**src/rtl/find_one_rr_arbiter.sv**
```systemverilog
`default_nettype none
// ============================================================================
// Module      : find_one_rr_arbiter
// Description : Round-robin arbiter (highest-index-first, rotating mask) that
//               holds each grant until release, request drop or hold timeout.
// Revision    : 1.0 - initial release
// ============================================================================
module find_one_rr_arbiter #(
    parameter int NUM_REQUESTER   = 8,
    parameter int INDEX_WIDTH     = 3,
    parameter int MAX_HOLD_CYCLES = 16
) (
    input  logic                     clk_in,
    input  logic                     reset_in,
    input  logic [NUM_REQUESTER-1:0] request_in,
    input  logic                     release_in,
    output logic [NUM_REQUESTER-1:0] grant_out,
    output logic [INDEX_WIDTH-1:0]   grant_index_out,
    output logic                     grant_valid_out,
    output logic                     timeout_out
);

    localparam int C_CNT_WIDTH = (MAX_HOLD_CYCLES > 0) ? $clog2(MAX_HOLD_CYCLES + 1) : 1;
    localparam logic [C_CNT_WIDTH-1:0] C_HOLD_MAX = C_CNT_WIDTH'(MAX_HOLD_CYCLES);
    localparam logic [C_CNT_WIDTH-1:0] C_CNT_ONE  = C_CNT_WIDTH'(1);
    localparam bit C_TIMEOUT_EN = (MAX_HOLD_CYCLES != 0);

    typedef enum logic [0:0] {
        ST_IDLE  = 1'b0,
        ST_GRANT = 1'b1
    } state_t;

    state_t                   state_q, state_d;
    logic [NUM_REQUESTER-1:0] grant_q, grant_d;
    logic [INDEX_WIDTH-1:0]   index_q, index_d;
    logic [INDEX_WIDTH-1:0]   ptr_q, ptr_d;
    logic [C_CNT_WIDTH-1:0]   cnt_q, cnt_d;

    logic [NUM_REQUESTER-1:0] w_mask;
    logic [NUM_REQUESTER-1:0] w_masked;
    logic [NUM_REQUESTER-1:0] w_cand;
    logic [NUM_REQUESTER-1:0] w_win_onehot;
    logic [INDEX_WIDTH-1:0]   w_win_idx;
    logic                     w_win_vld;
    logic                     w_owner_req;
    logic                     w_normal_end;
    logic                     w_hold_end;
    logic                     w_timeout;
    logic                     w_load;

    // Requesters strictly below the pointer win first; otherwise fall back
    // to the full request vector. The last set bit in the scan is the highest.
    always_comb begin
        w_mask       = '0;
        w_win_idx    = '0;
        w_win_onehot = '0;
        for (int i = 0; i < NUM_REQUESTER; i++) begin
            w_mask[i] = (INDEX_WIDTH'(i) < ptr_q);
        end
        w_masked  = request_in & w_mask;
        w_cand    = (|w_masked) ? w_masked : request_in;
        w_win_vld = |request_in;
        for (int i = 0; i < NUM_REQUESTER; i++) begin
            if (w_cand[i]) begin
                w_win_idx = INDEX_WIDTH'(i);
            end
        end
        for (int i = 0; i < NUM_REQUESTER; i++) begin
            w_win_onehot[i] = w_win_vld && (w_win_idx == INDEX_WIDTH'(i));
        end
    end

    always_comb begin
        state_d      = state_q;
        grant_d      = grant_q;
        index_d      = index_q;
        ptr_d        = ptr_q;
        cnt_d        = cnt_q;
        w_timeout    = 1'b0;
        w_load       = 1'b0;
        w_owner_req  = |(request_in & grant_q);
        w_normal_end = release_in || !w_owner_req;
        w_hold_end   = C_TIMEOUT_EN && (cnt_q == C_HOLD_MAX);

        case (state_q)
            ST_IDLE: begin
                w_load = w_win_vld;
            end
            ST_GRANT: begin
                if (w_normal_end || w_hold_end) begin
                    // A normal end takes precedence over a coincident timeout.
                    w_timeout = w_hold_end && !w_normal_end;
                    w_load    = w_win_vld;
                    if (!w_win_vld) begin
                        state_d = ST_IDLE;
                        grant_d = '0;
                        index_d = '0;
                        cnt_d   = '0;
                    end
                end else if (cnt_q != C_HOLD_MAX) begin
                    cnt_d = cnt_q + C_CNT_ONE;
                end
            end
            default: begin
                state_d = ST_IDLE;
                grant_d = '0;
                index_d = '0;
                cnt_d   = '0;
            end
        endcase

        if (w_load) begin
            state_d = ST_GRANT;
            grant_d = w_win_onehot;
            index_d = w_win_idx;
            ptr_d   = w_win_idx;
            cnt_d   = C_CNT_ONE;
        end
    end

    always_ff @(posedge clk_in) begin
        if (reset_in) begin
            state_q <= ST_IDLE;
            grant_q <= '0;
            index_q <= '0;
            ptr_q   <= '0;
            cnt_q   <= '0;
        end else begin
            state_q <= state_d;
            grant_q <= grant_d;
            index_q <= index_d;
            ptr_q   <= ptr_d;
            cnt_q   <= cnt_d;
        end
    end

    assign grant_out       = grant_q;
    assign grant_index_out = index_q;
    assign grant_valid_out = (state_q == ST_GRANT);
    assign timeout_out     = w_timeout && !reset_in;

endmodule
`default_nettype wire

```
**config.mk**
```make
export PLATFORM = sky130hd
export DESIGN_NAME = find_one_rr_arbiter
export DESIGN_NICKNAME = d
export VERILOG_FILES = /design/src/rtl/find_one_rr_arbiter.sv
export SDC_FILE = /design/constraint.sdc
export NUM_CORES = 1
export LEC_CHECK = 0
export BUFFER_PORTS_ARGS = -buffer_cell sky130_fd_sc_hd__buf_2
export CORE_MARGIN = 2
export CORE_UTILIZATION = 52
export CTS_BUF_LIST = sky130_fd_sc_hd__clkbuf_4
export CTS_CLUSTER_SIZE = 30
export DETAILED_ROUTE_END_ITERATION = 8
export PLACE_DENSITY = 0.78
export SYNTH_ARGS = -nofsm -noshare
export SYNTH_HDL_FRONTEND = slang
export SYNTH_SLANG_ARGS = --single-unit
```
**constraint.sdc**
```tcl
create_clock -name clk_in -period 1.7 [get_ports clk_in]
set_input_delay 0 -clock clk_in [delete_from_list [all_inputs] [get_ports clk_in]]
set_output_delay 0 -clock clk_in [all_outputs]
set_load 0.05 [all_outputs]
```
==> metrics.sh, run 1 <==
OUTCOME='finished, violations left'
VIOLATIONS='negative setup slack'
WORST-ENDPOINT-REQUIRED_NS=1.91
PRE_CTS_WS_NS=-0.1710
LAYOUTNONFILLERINSTCOUNT=244
CRITICAL_PATH_MAXIMUM_FANOUT=6
TIMING.FINAL.SETUP_VIOLATIONS=5
WP_BUF_INV=1
CRIT_PATH_TOP_DELAY_CELL='sky130_fd_sc_hd__dfxtp_4'
FIN_SETUP_TNS_NS=-0.1867
CTS_MAX_PATH_BUFFERS=2
GRT_UTIL_ALL_LAYERS_PCT=30.46
TIMING_MAX_TRANSITION_VIOLATIONS_FINAL=0
DP_CELLS=235
MAX_CAP_VIOL_COUNT=0
CORE_AREA_UM2=2455
START_UTIL_PCT=54.69
NUMBER_OF_VIAS_IN_THE_ROUTED_LAYOUT=1635
ENDPOINT_KIND_OF_THE_WORST_SETUP_TIMING_PATH='flip-flop'
TIMING.CRITICAL_PATH.FROM_TYPE='flip-flop'
BUFFER_PORTS.INSERTED=23
POSTSYNTHNETCOUNT=167
NUM_IO_PINS=24
DRC_VIOLATION_TOTAL_AFTER_THE_FIRST_TRITONROUTE_ITERATION=73
TIMING.CLOCK.SKEW_NS=0.004770
SYNTH.TOP_CELLS.BY_COUNT='sky130_fd_sc_hd__dfxtp_1 (20), sky130_fd_sc_hd__nand3_1 (12), sky130_fd_sc_hd__a21oi_1 (9), sky130_fd_sc_hd__o21ai_0 (9)'
SYNTHDOMINANTAREACELLTYPE='sky130_fd_sc_hd__dfxtp_1'
ANTENNA_CELLS_INSERTED=0
PLACEMENT_ROWS=18
YS_TOP_CELLS_BY_AREA='sky130_fd_sc_hd__dfxtp_1 (30%), sky130_fd_sc_hd__nand3_1 (4.5%), sky130_fd_sc_hd__a21oi_1 (3.4%)'
FP.DIEAREA_UM2=3004
POWER.TOTAL_mW=3.281
POST-ROUTE-DRC-COUNT=0
FIN_HOLD_WS_NS=0.1914
CTS.SINK_COUNT=20
TIMING.CRITICAL_PATH.SLOWEST_CELL_DELAY_NS=0.41
NUMBER_OF_DISTINCT_LIBRARY_CELLS_AFTER_SYNTHESIS=53
MAX-SLEW-MARGIN-REL_PCT=74.31
YS_FF_LATCH=20
GLOBAL_ROUTE.OVERFLOW_TOTAL=0
POWER.DENSITY_CELL_AREA_nW_PER_UM2=1620
CTS.CLK_SLEW.WORST_PATHS_NS=0.12
ARRIVAL_NS=2.00
GRT_SETUP_UNREPAIRED='yes'
DIE_WIDTH_UM=54.81
DETAIL_ROUTE.WIRELENGTH_MM=4.757
SEQ_AREA_FRAC_SYNTH_PCT=29.82
SYN-INSTANCE-COUNT=154
POWER.STATIC_LEAKAGE_nW=0.8446
CTS_MADE_BUFFERS=3
DIE_H_UM=54.81
SYNTH_FLOP_CELL='sky130_fd_sc_hd__dfxtp_1'
HPWL_MM=3.097
DRT_FIRST_PASS_ITERS=7
PIN_COUNT_OF_THE_BIGGEST_NET_ENTERING_GLOBAL_ROUTING=13
FIRST_GLOBAL_VIAS=1471
GPL.FINAL_WEIGHTED_CONGESTION=0.8808
CELL_AREA_AFTER_TECHNOLOGY_MAPPING_UM2=1343
POWER.IR.VDD_WORST_mV=1.199
SHARE_OF_FLIP_FLOPS_WITH_AN_ASYNCHRONOUS_SET_OR_RESET_AFTER_SYNTHESIS_PCT=0
SYNTH_WARNINGS=0
ANTENNA_VIOLATIONS_BEFORE_REPAIR=0
SYNTH_ENABLE_FLOP_CELLS=0
WORSTMARGINPINSLEW_NS=0.3814
FINAL_MIN_PERIOD_OVER_CLOCK_PERIOD_PCT=105.2
AREA_GROWTH_SYN_TO_LAYOUT_PCT=50.89
SYNTH.AVG_CELL_AREA_UM2=8.718
YOSYS.AREA.TOP_TYPE_SHARE_PCT=29.82
PATH_CLASS='flip-flop to flip-flop'
CP_CELL_SEQUENCE='a21oi_1 -> nand2b_2 -> buf_4 -> a31oi_1 -> o2111ai_1 -> o31ai_1'
VIASPERCELL=6.701
NUM-NETS-FINAL=228
CRIT_FAMILY='compound AO/OA/AOI/OAI gates'
CLOCK_TREE_FROM_TRITONCTS='yes'
GRT_FIRST_PASS_WIRELENGTH_MM=6.513
CTS_ROOT_BUF='sky130_fd_sc_hd__clkbuf_4'
MAXCLOCKFREQUENCY_GHz=0.5590
CTS-HTREE-LEVELS=1
DRT.ANTENNA.VIOLATING_NETS=0
LAYOUT_SETUP_WS_NS=-0.08886
WORSTSKEWPAIRLATENCY_NS=0.31
HOLDCRITPATHCLASS='input pin to flip-flop'
COUNT_OF_FINAL_HOLD_CHECK_VIOLATIONS=0
WL_PER_CELL_UM=19.50
SYNTH_MOST_COMMON_CELL='sky130_fd_sc_hd__dfxtp_1'
DRIVE_GT1_SHARE_PCT=55.14
MIN_CYCLE_TIME_LAYOUT_NS=1.789
-- tightest hold or removal path, cell delays in order --
cell	delay, ns
sky130_fd_sc_hd__buf_2	0.12
sky130_fd_sc_hd__or2_2	0.12
sky130_fd_sc_hd__a21oi_1	0.09
sky130_fd_sc_hd__a31oi_1	0.14
-- routing by layer --
metal / GRT usage [%] / up-vias / part of all wire (%)
met2: 54.96 / 87 / 49
met1: 33.39 / 773 / 38
li1: - / 734 / -
met4: 16.25 / 0 / 6.8
met3: 5.191 / 41 / 6.3
met5: 0 / - / 0
-- power by group --
group          internal [mW]  leakage (nW)  switching [mW]
Combinational          0.865         0.644            1.19
Clock                  0.239        0.0279           0.162
Sequential             0.646         0.173           0.177
-- registers in the layout, indices dropped and copies added, names as in the netlist --
signal	count
grant_index_out	3
grant_valid_out	1
cnt_q	5
ptr_q	3
grant_out	8
-- stage by stage --
stage | util [%] | cell area [µm²]
after detailed placement | 72.43 | 1778
final | 82.52 | 2026
after global routing | 82.52 | 2026
after CTS | 78.24 | 1921
after floorplan | - | 1416
after global placement | 72.43 | 1778
-- final timing paths --
kind	slack (ns)	to	from	depth (start not counted)
min reg2reg	0.50	grant_index_out[2]	grant_index_out[2]	1
min	0.19	ptr_q[2]	request_in[7]	4
max reg2reg	-0.09	grant_out[1]	ptr_q[0]	6
max	-0.09	grant_out[1]	ptr_q[0]	6
-- cell type report --
class	count	area [µm²]
Fill cell	145	429.2
Clock inverter	1	30.03
Sequential cell	20	445.4
Multi-Input combinational cell	119	1022
Tap cell	30	37.54
Inverter	6	22.52
Timing Repair Buffer	65	445.4
Clock buffer	3	22.52
-- cell usage in the layout (no fill, tap or decap), types with 4 or more instances in the layout --
| master | instances |
|---|---|
| sky130_fd_sc_hd__nor2_1 | 6 |
| sky130_fd_sc_hd__dfxtp_4 | 11 |
| sky130_fd_sc_hd__or2_2 | 4 |
| sky130_fd_sc_hd__inv_1 | 4 |
| sky130_fd_sc_hd__nand3_1 | 11 |
| sky130_fd_sc_hd__o21ai_0 | 9 |
| sky130_fd_sc_hd__dfxtp_1 | 6 |
| sky130_fd_sc_hd__o21a_1 | 5 |
| sky130_fd_sc_hd__a21oi_1 | 7 |
| sky130_fd_sc_hd__buf_2 | 22 |
| sky130_fd_sc_hd__a22oi_2 | 4 |
| sky130_fd_sc_hd__buf_4 | 39 |
| sky130_fd_sc_hd__o31ai_2 | 4 |
| sky130_fd_sc_hd__a31oi_1 | 5 |
-- cell families (layout without fill, tap and decap cells) --
logic type	count (synthesis)	count (layout)	synth area share [%]
AOI/OAI and AO/OA	69	69	37.75
buffers and inverters	15	75	6.243
DFF	20	20	29.82
and+or+nand+nor	48	48	24.32
adders and majority gates	2	2	1.864
-- what timing repair did --
| action | in CTS | in global routing |
|---|---|---|
| gates resized for setup | 15 | 20 |
| setup buffers | 1 | 2 |
| endpoints found under the setup margin | 13 | 13 |
| hold endpoints to repair | 4 | 0 |
| hold buffers | 2 | 0 |
| pin swaps | 7 | 7 |
No activity file was read; power rests on OpenSTA's default activity.
==> run 2: changes to the inputs <==
==> constraint.sdc (replaced) <==
create_clock -name clk_in -period 1.7 [get_ports clk_in]
set_input_delay 0.17 -clock clk_in [delete_from_list [all_inputs] [get_ports clk_in]]
set_output_delay 0.17 -clock clk_in [all_outputs]
set_load 0.05 [all_outputs]
==> run 2 against run 1 <==
The flow still finishes with violations (negative setup slack). Total power up 15%. Hold slack worse by 0.097 ns. First-iteration DRC count up 74%. Cell count increased by 7.4%. Critical path depth did not move. Clock skew increased by 0.0049 ns. Clock-buffer cell count stayed put. Wire length grew 36%. Non-clock buffer count increased by 18. Final area increased by 9.2%. Maximum frequency is 3.1% lower. Worst setup slack worse by 0.056 ns.
==> metrics.sh, run 2 (synthesized netlist as in run 1, its figures left out) <==
GLOBAL_ROUTE.OVERFLOW_TOTAL=0  # unchanged
MIN_FROM='reset_in'
POWER.TOTAL_mW=3.764  # +15%
NUMBER_OF_VIAS_IN_THE_ROUTED_LAYOUT=1889  # +16%
DRT_FIRST_PASS_ITERS=5  # -2
WORSTSKEWPAIRLATENCY_NS=0.32  # about the same
TIMING.CLOCK.SKEW_NS=0.009701  # +0.004931 ns
REG_TO_REG_SETUP_TIMING_SLACK_NS=-0.15  # -0.06 ns
POWER.IR.VDD_WORST_mV=1.535  # +28%
COUNT_OF_FINAL_HOLD_CHECK_VIOLATIONS=0  # unchanged
MOSTFREQUENTLAYOUTCELLS='sky130_fd_sc_hd__buf_4 (54), sky130_fd_sc_hd__buf_2 (22), sky130_fd_sc_hd__nand3_1 (10), sky130_fd_sc_hd__dfxtp_2 (10)'
CTS-HTREE-LEVELS=1  # unchanged
CRIT_FAMILY='compound AO/OA/AOI/OAI gates'
CORE_AREA_UM2=2455  # unchanged
ANTENNA_VIOLATIONS_BEFORE_REPAIR=0  # unchanged
FIRST_GLOBAL_VIAS=1618  # +10%
HPWL_MM=3.332  # +7.6%
PIN_COUNT_OF_THE_BIGGEST_NET_ENTERING_GLOBAL_ROUTING=16  # +3
WORST-ENDPOINT-REQUIRED_NS=1.93  # +0.02 ns
CTS_MADE_BUFFERS=3  # unchanged
POWER.STATIC_LEAKAGE_nW=0.9399  # +11%
OUTCOME='finished, violations left'
TIMING.CRITICAL_PATH.FROM_TYPE='flip-flop'
FINAL_MIN_PERIOD_OVER_CLOCK_PERIOD_PCT=108.5  # +3.3 points
CP_CELL_SEQUENCE='o21a_1 -> o221ai_4 -> buf_6 -> nand4_1 -> and3_4 -> a32o_1'
PLACEMENT_ROWS=18  # unchanged
NUM_IO_PINS=24  # unchanged
TIMING.CRITICAL_PATH.SLOWEST_CELL_DELAY_NS=0.40  # about the same
DETAIL_ROUTE.WIRELENGTH_MM=6.464  # +36%
TIMING.FINAL.SETUP_VIOLATIONS=14  # +9
HOLDCRITPATHCLASS='input pin to flip-flop'
BUFFER_PORTS.INSERTED=23  # unchanged
DIE_H_UM=54.81  # unchanged
TIMING_MAX_TRANSITION_VIOLATIONS_FINAL=0  # unchanged
DRIVE_GT1_SHARE_PCT=64.22  # +9.1 points
CTS.SINK_COUNT=20  # unchanged
WORST_HOLD_PATH.NUM_CELLS=2  # -2
MAX_CAP_VIOL_COUNT=0  # unchanged
LAYOUTNONFILLERINSTCOUNT=262  # +7.4%
CP_NUM_CELLS=6  # unchanged
CRIT_PATH_TOP_DELAY_CELL='sky130_fd_sc_hd__dfxtp_4'
ENDPOINT_KIND_OF_THE_WORST_SETUP_TIMING_PATH='flip-flop'
DRT.ANTENNA.VIOLATING_NETS=0  # unchanged
AREA_GROWTH_SYN_TO_LAYOUT_PCT=64.77
GRT_UTIL_ALL_LAYERS_PCT=36.04  # +5.6 points
CTS.CLK_SLEW.WORST_PATHS_NS=0.13  # about the same
GPL.FINAL_WEIGHTED_CONGESTION=0.9091  # +3.2%
WORSTMARGINPINSLEW_NS=0.3340  # -0.04739 ns
DIE_WIDTH_UM=54.81  # unchanged
CLOCK_TREE_FROM_TRITONCTS='yes'
CTS_HOLD_BUFS=0  # -2
CTS_ROOT_BUF='sky130_fd_sc_hd__clkbuf_4'
VIASPERCELL=7.210  # +7.6%
FF2FF_PATH_DEPTH=6  # unchanged
CRITICAL_PATH_MAXIMUM_FANOUT=6  # unchanged
MIN_CYCLE_TIME_LAYOUT_NS=1.845  # +0.05639 ns
LARGEST_REGISTER_FFS=8  # unchanged
LAUNCH_POINT_OF_THE_WORST_REG_TO_REG_PATH='ptr_q[1]'
MAX-SLEW-MARGIN-REL_PCT=77.50  # +3.2 points
PATH_CLASS='flip-flop to flip-flop'
FP.DIEAREA_UM2=3004  # unchanged
GRT_SETUP_UNREPAIRED='yes'
LAYOUT_SETUP_WS_NS=-0.1453  # -0.05639 ns
FIN_SETUP_TNS_NS=-1.273  # -1.087 ns
DRC_VIOLATION_TOTAL_AFTER_THE_FIRST_TRITONROUTE_ITERATION=127  # +74%
MIN_TO='cnt_q[0]'
GRT_FIRST_PASS_WIRELENGTH_MM=7.555  # +16%
WL_PER_CELL_UM=24.67  # +27%
NUM-NETS-FINAL=246  # +7.9%
WORSTREG2REGEND='grant_out[2]'
MAXCLOCKFREQUENCY_GHz=0.5419  # -3.1%
CTS_MAX_PATH_BUFFERS=2  # unchanged
ARRIVAL_NS=2.07  # +0.07 ns
VIOLATIONS='negative setup slack'
START_UTIL_PCT=54.69  # unchanged
MOSTFREQUENTLAYOUTCELL='sky130_fd_sc_hd__buf_4'
FIN_UTIL_PCT=90.11  # +7.6 points
WP_BUF_INV=1  # unchanged
POWER.DENSITY_CELL_AREA_nW_PER_UM2=1702  # +5.1%
DP_CELLS=244  # +3.8%
ANTENNA_CELLS_INSERTED=0  # unchanged
POST-ROUTE-DRC-COUNT=0  # unchanged
run 2: changes by cell type in the layout (fill, tap and decap cells not counted), sizes merged:
cell         change
clkinv           +1
buf             +20
dlygate4sd3      -2
bufinv           -1
run 2: worst max path at each step:
stage                  startpoint                 end  slack (ns)
floorplan                cnt_q[1]  grant_index_out[1]       -0.04
global placement         ptr_q[2]            ptr_q[0]       -0.19
detailed placement  request_in[1]            ptr_q[0]       -0.29
CTS                      cnt_q[0]         timeout_out       -0.08
global route             cnt_q[1]         timeout_out       -0.27
finish                   ptr_q[1]        grant_out[2]       -0.15
run 2: area by class of cell:
class | count | area, µm²
Multi-Input combinational cell | 119 | 1104
Timing Repair Buffer | 83 | 594.3
Sequential cell | 20 | 427.9
Fill cell | 103 | 242.7
Tap cell | 30 | 37.54
Clock buffer | 3 | 22.52
Inverter | 6 | 22.52
Clock inverter | 1 | 3.754
run 2: metrics by stage:
stage	setup WS (ns)	hold slack, ns	area [µm²]
final	-0.1453	0.09465	2212
after global routing	-0.2749	0.09660	2212
after CTS	-0.07799	0.1045	2044
after detailed placement	-0.2865	0.4299	1859
after global placement	-0.1887	0.4187	1859
after floorplan	-0.04267	0.2317	1430
run 2: power breakdown:
group	leakage [nW]	switching, mW	internal [mW]
logic	0.754	1.49	1.19
registers	0.170	0.195	0.634
clock network	0.0154	0.172	0.0861
total	0.940	1.85	1.91
run 2: timing repair:
item | in CTS | in global routing
pin swaps | 11 | 15
setup endpoints to repair | 14 | 17
setup buffers | 9 | 6
cloned | 0 | 0
gates resized for setup | 22 | 30
run 2: metal layers:
| layer | track usage (%) | wire [µm] |
|---|---|---|
| met5 | 0 | 0 |
| met1 | 38.94 | 2183 |
| met4 | 24.58 | 513 |
| met3 | 9.290 | 660 |
| met2 | 60.91 | 3107 |
==> run 3: changes to the inputs <==
--- a/config.mk
+++ b/config.mk
@@ -12,6 +12,7 @@
 export CTS_CLUSTER_SIZE = 30
 export DETAILED_ROUTE_END_ITERATION = 8
 export PLACE_DENSITY = 0.78
+export SETUP_SLACK_MARGIN = 0.3
 export SYNTH_ARGS = -nofsm -noshare
 export SYNTH_HDL_FRONTEND = slang
 export SYNTH_SLANG_ARGS = --single-unit
==> run 3 against run 2 <==
Final area up 3.3%. Non-clock buffer count decreased by 8. Sequential power increased by 2.5%. Flip-flop and latch count stayed put. Clock-buffer cell count unchanged. Critical endpoint is now grant_out[0]. Via count shrank 3.7%. The run still ends with negative setup slack left. Hold slack worse by 0.034 ns. Core utilization grew 3.0 points. Sequential share of layout area down 0.61 points. Combinational power is 1% higher.
==> metrics.sh, run 3 (synthesized netlist as in run 1, its figures left out) <==
POWER.CLOCK.FRACTION_PCT=6.7  # -0.2 points
TIMING.CLOCK.SKEW_NS=0.01515  # +0.005446 ns
FF2FF_PATH_DEPTH=7  # +1
CTS_MAX_PATH_BUFFERS=2  # unchanged
PLACEMENT_ROWS=18  # unchanged
TIMING.FINAL.SETUP_VIOLATIONS=12  # -2
CORE_AREA_UM2=2455  # unchanged
POWER_FRAC_COMB_PCT=71.1  # about the same
ARRIVAL_NS=2.16  # +0.09 ns
NUM_IO_PINS=24  # unchanged
FIRST_GLOBAL_VIAS=1638  # +1.2%
TIMING.CRITICAL_PATH.SLOWEST_CELL_DELAY_NS=0.41  # about the same
TIMING_MAX_TRANSITION_VIOLATIONS_FINAL=0  # unchanged
MAXCLOCKFREQUENCY_GHz=0.5278  # -2.6%
GLOBAL_ROUTE.OVERFLOW_TOTAL=0  # unchanged
GPL.FINAL_WEIGHTED_CONGESTION=0.9229  # +1.5%
MULTIINPUTGATEAREA_UM2=1195  # +8.3%
MIN_FROM='reset_in'
CP_CELL_SEQUENCE='buf_6 -> o21a_1 -> o21ai_4 -> nand4_1 -> buf_4 -> a21boi_1 -> a32o_1'
CRIT_PATH_TOP_DELAY_CELL='sky130_fd_sc_hd__dfxtp_4'
MOSTFREQUENTLAYOUTCELL='sky130_fd_sc_hd__buf_4'
DIE_H_UM=54.81  # unchanged
NUMBER_OF_VIAS_IN_THE_ROUTED_LAYOUT=1820  # -3.7%
LAUNCH_POINT_OF_THE_WORST_REG_TO_REG_PATH='ptr_q[0]'
OUTCOME='finished, violations left'
DIE_WIDTH_UM=54.81  # unchanged
TOTAL_SWITCHING_POWER_mW=1.907  # +2.8%
WORST-ENDPOINT-REQUIRED_NS=1.97  # +0.04 ns
POWER.IR.VDD_WORST_mV=1.663  # +8.3%
FINAL.FILL_COUNT=86  # -17%
BUFFER_PORTS.INSERTED=23  # unchanged
WORSTSKEWPAIRLATENCY_NS=0.34  # +0.02 ns
NUM-NETS-FINAL=238  # -3.3%
MOSTFREQUENTLAYOUTCELLS='sky130_fd_sc_hd__buf_4 (38), sky130_fd_sc_hd__buf_2 (22), sky130_fd_sc_hd__buf_6 (14)'
VIASPERCELL=7.137  # -1.0%
TIMING.CRITICAL_PATH.FROM_TYPE='flip-flop'
PATH_CLASS='flip-flop to flip-flop'
FP.DIEAREA_UM2=3004  # unchanged
CTS-HTREE-LEVELS=1  # unchanged
CTS.CLK_SLEW.WORST_PATHS_NS=0.12  # about the same
CTS.SINK_COUNT=20  # unchanged
LAYOUT_SETUP_WS_NS=-0.1948  # -0.04952 ns
REG_TO_REG_SETUP_TIMING_SLACK_NS=-0.19  # -0.05 ns
WORST_HOLD_PATH.NUM_CELLS=2  # unchanged
CLOCK_TREE_FROM_TRITONCTS='yes'
HOLDCRITPATHCLASS='input pin to flip-flop'
LARGEST_REGISTER_FFS=8  # unchanged
MAX_CAP_VIOL_COUNT=0  # unchanged
START_UTIL_PCT=54.69  # unchanged
POWER.DENSITY_CELL_AREA_nW_PER_UM2=1677  # -1.5%
FINAL_MIN_PERIOD_OVER_CLOCK_PERIOD_PCT=111.5  # +2.9 points
MIN_CYCLE_TIME_LAYOUT_NS=1.895  # +0.04952 ns
DRIVE_GT1_SHARE_PCT=67.86  # +3.6 points
CTS_ROOT_BUF='sky130_fd_sc_hd__clkbuf_4'
GRT_UTIL_ALL_LAYERS_PCT=39.72  # +3.7 points
INTERNAL_POWER_mW=1.923  # +0.72%
FIN_SETUP_TNS_NS=-0.7473  # +0.5260 ns
CTS_MADE_BUFFERS=3  # unchanged
CRITICAL_PATH_MAXIMUM_FANOUT=7  # +1
COUNT_OF_FINAL_HOLD_CHECK_VIOLATIONS=0  # unchanged
ENDPOINT_KIND_OF_THE_WORST_SETUP_TIMING_PATH='flip-flop'
SEQPWRFRAC_PCT=22.2  # +0.2 points
DETAIL_ROUTE.WIRELENGTH_MM=6.661  # +3.0%
POWER.TOTAL_mW=3.831  # +1.8%
POST-ROUTE-DRC-COUNT=0  # unchanged
VIOLATIONS='negative setup slack'
DRT.ANTENNA.VIOLATING_NETS=0  # unchanged
AREA_GROWTH_SYN_TO_LAYOUT_PCT=70.18
GRT_FIRST_PASS_WIRELENGTH_MM=8.245  # +9.1%
LAYOUT.AREA.SEQ_UM2=427.9  # unchanged
MAX-SLEW-MARGIN-REL_PCT=77.93  # +0.43 points
CRITPATHLAUNCH='ptr_q[0]'
FIN_HOLD_WS_NS=0.06113  # -0.03352 ns
DRC_VIOLATION_TOTAL_AFTER_THE_FIRST_TRITONROUTE_ITERATION=124  # -2.4%
PIN_COUNT_OF_THE_BIGGEST_NET_ENTERING_GLOBAL_ROUTING=12  # -4
DRT_FIRST_PASS_ITERS=5  # unchanged
SWITCHING_SHARE_PCT=49.79  # +0.52 points
GRT_SETUP_UNREPAIRED='yes'
WORSTMARGINPINSLEW_NS=0.3276  # -0.006378 ns
WL_PER_CELL_UM=26.12  # +5.9%
ANTENNA_VIOLATIONS_BEFORE_REPAIR=1  # +1
POWER.STATIC_LEAKAGE_nW=0.9315  # -0.89%
HPWL_MM=3.355  # +0.71%
run 3: repair_timing:
item / 4_1_cts / 5_1_grt
endpoints found under the setup margin: 20 / 20
resized for setup: 39 / 27
setup buffers: 10 / 3
hold buffers: 0 / 0
hold endpoints to repair: 0 / 0
pin swaps: 33 / 13
run 3: per-stage QoR:
| step | setup slack, ns | cells | util, % | area [µm²] |
|---|---|---|---|---|
| detailed placement | -0.1174 | 237 | 76.35 | 1874 |
| global route | -0.3206 | 255 | 93.07 | 2285 |
| finish | -0.1948 | 255 | 93.07 | 2285 |
| global placement | -0.08178 | 237 | 76.35 | 1874 |
| floorplan | -0.04213 | 154 | - | 1515 |
| CTS | -0.1151 | 251 | 86.54 | 2125 |
run 3: critical path, delay by kind of cell, from the launching register on:
kind,cells,cell delay (ns)
buf+inv,2,0.33
simple gates,1,0.21
flops,1,0.41
compound gates,4,0.89
run 3: final timing paths:
path | end
setup reg to reg | grant_out[0]
hold reg to reg | grant_out[4]
hold / removal | cnt_q[0]
setup / recovery | grant_out[0]
run 3: power groups by stage:
stage | clock (mW) | sequential, mW | combinational [mW]
2_1_floorplan | 0 | 1.02 | 1.04
3_3_place_gp | 0 | 0.770 | 1.87
3_5_place_dp | 0 | 0.782 | 1.93
4_1_cts | 0.233 | 0.773 | 2.32
5_1_grt | 0.261 | 0.846 | 2.84
6_report | 0.256 | 0.850 | 2.72
run 3: final cells by class:
class | count | share of cell area, %
Multi-Input combinational cell | 119 | 52.30
Timing Repair Buffer | 75 | 25.08
Sequential cell | 20 | 18.73
Tap cell | 30 | 1.643
Clock buffer | 3 | 0.9858
Inverter | 6 | 0.9858
Clock inverter | 1 | 0.1643
Antenna cell | 1 | 0.1095
run 3: routing by layer:
metal	share of wire, %	up-vias	track usage [%]
met1	34	857	45.02
met2	49	163	71.83
li1	-	753	-
met3	11	47	7.923
met5	0	-	0
met4	5.8	0	15.42
